$ cat config.mk
export PLATFORM = sky130hd
export DESIGN_NAME = pencoder_n_reg
export DESIGN_NICKNAME = d
export VERILOG_FILES = /design/src/rtl/pencoder_pkg.sv /design/src/rtl/pencoder_n_comb.sv /design/src/rtl/pencoder_n_reg.sv
export SDC_FILE = /design/constraint.sdc
export NUM_CORES = 1
export LEC_CHECK = 0
export CELL_PAD_IN_SITES_DETAIL_PLACEMENT = 1
export CELL_PAD_IN_SITES_GLOBAL_PLACEMENT = 1
export CORE_MARGIN = 2
export CORE_UTILIZATION = 30
export CTS_BUF_LIST = sky130_fd_sc_hd__clkbuf_4 sky130_fd_sc_hd__clkbuf_8
export DETAILED_ROUTE_END_ITERATION = 10
export PLACE_DENSITY = 0.82
export SLEW_MARGIN = 10
export SYNTH_ARGS = -nofsm -noshare
export SYNTH_HDL_FRONTEND = slang
export SYNTH_HIERARCHICAL = 1
export SYNTH_SLANG_ARGS = --single-unit
export TNS_END_PERCENT = 5
$ cat constraint.sdc
create_clock -name clk -period 2.2 [get_ports clk]
set_input_delay 0.33 -clock clk [delete_from_list [all_inputs] [get_ports clk]]
set_output_delay 0.33 -clock clk [all_outputs]
set_load 0.1 [all_outputs]
$ cat src/rtl/pencoder_pkg.sv
// Shared definitions for the registered priority encoder.
// Index-width helper, reset index value and the index type for the default configuration.
package pencoder_pkg;

   localparam int PENCODER_RST_IDX = 0;
   localparam int PENCODER_N_DEF   = 8;

   // Same result as $clog2 for n >= 2; written out so it can size package types.
   function automatic int pencoder_idx_w(input int n);
      int w;
      w = 1;
      while ((1 << w) < n) w = w + 1;
      return w;
   endfunction

   typedef logic [pencoder_idx_w(PENCODER_N_DEF)-1:0] pencoder_idx_t;

endpackage

$ cat src/rtl/pencoder_n_comb.sv
// Combinational MSB-first priority encoder: N-bit vector in, index of highest set bit
// plus an any-bit-set flag out.
module pencoder_n_comb
   import pencoder_pkg::*;
#(
   parameter int N     = 8,
   parameter int IDX_W = pencoder_idx_w(N)
) (
   input  logic [N-1:0]     vec,
   output logic [IDX_W-1:0] idx,
   output logic             any
);

   always_comb begin
      idx = '0;
      any = 1'b0;
      for (int i = 0; i < N; i++) begin
         if (vec[i]) begin
            idx = IDX_W'(i);
            any = 1'b1;
         end
      end
   end

endmodule

$ cat src/rtl/pencoder_n_reg.sv
// Registered N-input priority encoder with request capture and valid/ready output slot.
// Define PENCODER_RR_EN for rotating priority; otherwise fixed MSB-first priority.
module pencoder_n_reg
   import pencoder_pkg::*;
#(
   parameter  int N     = 8,
   localparam int IDX_W = pencoder_idx_w(N)
) (
   input  logic             clk,
   input  logic             rst,
   input  logic [N-1:0]     req,
   input  logic             out_ready,
   output logic [IDX_W-1:0] out_idx,
   output logic             out_valid,
   output logic [N-1:0]     pending,
   output logic             merged,
   output logic             busy
);

   logic             accept;
   logic             load;
   logic [N-1:0]     load_onehot;
   logic [N-1:0]     rot;
   logic [IDX_W-1:0] ridx;
   logic             rany;
   logic [IDX_W-1:0] sel;

   pencoder_n_comb #(
      .N     (N),
      .IDX_W (IDX_W)
   ) u_comb (
      .vec (rot),
      .idx (ridx),
      .any (rany)
   );

`ifdef PENCODER_RR_EN
   logic [IDX_W-1:0] last;
   logic [IDX_W:0]   sum;

   // Rotate so pending[last-1] lands on the MSB; pending[last] ends up lowest priority.
   always_comb begin
      rot = '0;
      for (int j = 0; j < N; j++) begin
         rot[j] = pending[(j + int'(last)) % N];
      end
      sum = {1'b0, ridx} + {1'b0, last};
      if (sum >= (IDX_W+1)'(N)) begin
         sel = IDX_W'(sum - (IDX_W+1)'(N));
      end else begin
         sel = sum[IDX_W-1:0];
      end
   end

   always_ff @(posedge clk) begin
      if (rst) begin
         last <= '0;
      end else if (load) begin
         last <= sel;
      end
   end
`else
   always_comb begin
      rot = pending;
      sel = ridx;
   end
`endif

   always_comb begin
      accept      = out_valid && out_ready;
      load        = (!out_valid || accept) && rany;
      load_onehot = load ? ({{(N-1){1'b0}}, 1'b1} << sel) : '0;
      busy        = (|pending) || out_valid;
   end

   // Request capture: set wins over the clear of a bit being moved to the slot.
   always_ff @(posedge clk) begin
      if (rst) begin
         pending <= '0;
         merged  <= 1'b0;
      end else begin
         pending <= (pending & ~load_onehot) | req;
         merged  <= |(req & pending & ~load_onehot);
      end
   end

   // Output slot: refills on the accepting edge; out_idx holds its value when emptied.
   always_ff @(posedge clk) begin
      if (rst) begin
         out_valid <= 1'b0;
         out_idx   <= IDX_W'(PENCODER_RST_IDX);
      end else if (load) begin
         out_valid <= 1'b1;
         out_idx   <= sel;
      end else if (accept) begin
         out_valid <= 1'b0;
      end
   end

endmodule
==> results.md <==
- Sequential share of the synthesized area: 0.396
- H-tree levels: 1
- Status: complete, no violations
- Reg2Reg Setup Slack: 230 ps
- Pre-Repair DR Iteration Count: 3
- Int Power: 0.000425 W
- Hold_sp: out_idx[2]
- CP Max Fanout: 6
- Cell Area, Synth: 657 um2
- Max-Cap Viols: 0
- Final setup violating endpoints: 0
- CTS tree: yes
- Clock Latency Late Sink: 290 ps
- Nets: 128
- Vias per cell: 5.38
- Worst Skew: 8.98 ps
- Power Total: 0.000763 W
- Fin crit share: 0.894
- CP Launch Type: register
- Final GP Congestion: 0.868
- Final setup margin: 233 ps
- Worst r2r path cells: 8
- # diodes: 0
- Mapped Nets: 101
- Worst slew margin relative to its limit: 0.679
- Commonest cells after routing, fill and taps aside: 17 x buf_4, 14 x a21oi_1, 13 x nor2_1, 13 x nand3_1, 10 x clkdlybuf4s50_1
- Synth area leader: dfxtp_1
- Slew Limit Fails: 0
- Largest net degree at the start of global routing: 14
- Hold Path Class: register to register
- Syn avg cell area: 7.30 um2
- Post-Route WL: 2.02 mm
- Global-route wire length before repair: 3.35 mm
- CTS sink cnt: 13
- Die Width: 50.8 um
- Worst hold slack: 465 ps
- Switching pwr: 0.000338 W
- Cell area after layout: 930 um2
- Mapped Cells: 90
- Clock share of power: 0.219
- CTS Buffer Depth: 2
- Row Count: 16
- Drt drc: 0
- Worst setup EP type: register
- Vias in the first global route: 773
- Hold worst-path end: out_idx[2]
- Starting density of the core: 0.325
- Post-synth top area share: 0.396
- Area Overhead vs Synth: 41.5%
- WL per Instance: 14.1 um
- Vert. Die Dim: 50.8 um
- Switching Fraction: 0.443
- Post-CTS Setup Inserts: 0
- Initial antenna violation count: 0
- Core footprint: 2020 um2
- Root Buffer: clkbuf_4
- Cell Area, Placed: 900 um2
- Ranking of synthesized cells by area: dfxtp_1 40%, a21oi_1 11%, nand3_1 11%, nor2_1 7.4%, nand2_1 5.1%
- Pwr Density: 820 nW/um2
- Hold Vio Cnt, Final: 0
- Gr usage total: 0.176
- CTS Buf Count: 3
- WS Path Type: register to register
- Reg power frac: 0.369
- Worst-Margin Slew: 480 ps
- Layout fillers: 274
- FF/Latch Area: 265 um2
- 1st-iter DRT viols: 9
- Final Critical Period: 1970 ps
- Hold path cells: 2
- Worst-path clk slew: 90 ps
- Peak VDD IR: 0.350 mV
- Worst Path Required: 2350 ps
- Pleak: 0.396 nW
- Commonest non-fill, non-tap cell in the layout: buf_4
- Post-DP HPWL: 1.49 mm
- Routed Antenna Nets: 0
- RSZ-0062 raised after global routing: false
- Multi-input logic area: 358 um2
- Vias: 769
- CTS Hold Buffers Added: 0
- Ys Warns: 6
- Peak Freq: 0.508 GHz
- Die ar.: 2580 um2
- Seq cells post-synth: 13
- IO Port Bufs: 24
- CP arrival: 2120 ps
- GRT overflow: 0
- Share of cells above drive strength 1: 0.233
- R2r endpoint: merged
- Post-synthesis cell type count: 22
- Reg-to-Reg Start: pending[2]
- Gate power share: 0.412
- Top Ports: 25
- Dpl ws: 343 ps
- Post-cts sizing count: 0
-- power groups by stage --
stage	clock [W]	combinational, W	sequential (W)
after global placement	0	0.000308	0.000286
after floorplan	0	0.0000869	0.000432
after detailed placement	0	0.000313	0.000287
after global routing	0.000188	0.000332	0.000286
final	0.000167	0.000314	0.000282
after CTS	0.000174	0.000315	0.000282
-- Yosys cell counts, drive strengths merged --
cell and n:
a21oi 14, a31oi 4, a32oi 1, a41oi 1
and2 1, and3 1, and3b 2, buf 4
clkbuf 1, clkinv 2, dfxtp 13, inv 2
nand2 9, nand2b 1, nand3 14, nand4 1
nor2 13, nor3 1, nor3b 1, nor4 2
o31ai 2
-- worst max-delay path by stage --
stage / start / end / cells after the start
2_1_floorplan: pending[5] / merged / 7
3_3_place_gp: out_ready / merged / 5
3_5_place_dp: out_ready / merged / 5
4_1_cts: pending[2] / merged / 8
5_1_grt: pending[2] / merged / 8
6_report: pending[2] / merged / 8
-- metal layers --
layer	GRT usage	share of wire	vias to the layer above
met5	0	0	-
met4	0.122	0.032	0
met3	0.0327	0.032	7
met2	0.307	0.49	20
met1	0.190	0.45	369
li1	-	-	373
-- per-stage QoR --
step	setup TNS [ps]	cells	util
finish	0	143	0.460
global placement	0	139	0.445
detailed placement	0	139	0.445
floorplan	-12.0	90	-
CTS	0	143	0.460
global route	0	143	0.460
-- state kept, by name, summed over array words and instances (netlist names) --
| signal | flops |
|---|---|
| out_valid | 1 |
| out_idx | 3 |
| pending | 8 |
| merged | 1 |
-- cells by family (layout without fill, tap and decap cells) --
logic type | after synthesis | count (layout) | share of synthesized area
flip-flops | 13 | 13 | 0.396
AND/OR/NAND/NOR | 46 | 46 | 0.343
buffers and inverters | 9 | 35 | 0.0667
AO/OA/AOI/OAI | 22 | 22 | 0.194
-- worst max-delay path: stages, from the launching register on --
cell and delay (ps):
dfxtp_2 390, clkinv_1 80, a21oi_1 140, o31ai_1 120, buf_4 170, and3b_1 260
a31oi_1 120, nor4_1 410, a41oi_1 160
-- cell type report --
cell class / count / share of cell area
inverter: 4 / 0.0162
tap: 27 / 0.0363
multi-input combinational: 68 / 0.385
timing repair buffer: 27 / 0.245
clock buffer: 4 / 0.0323
sequential: 13 / 0.285
Power figures use the tool's default switching activity.
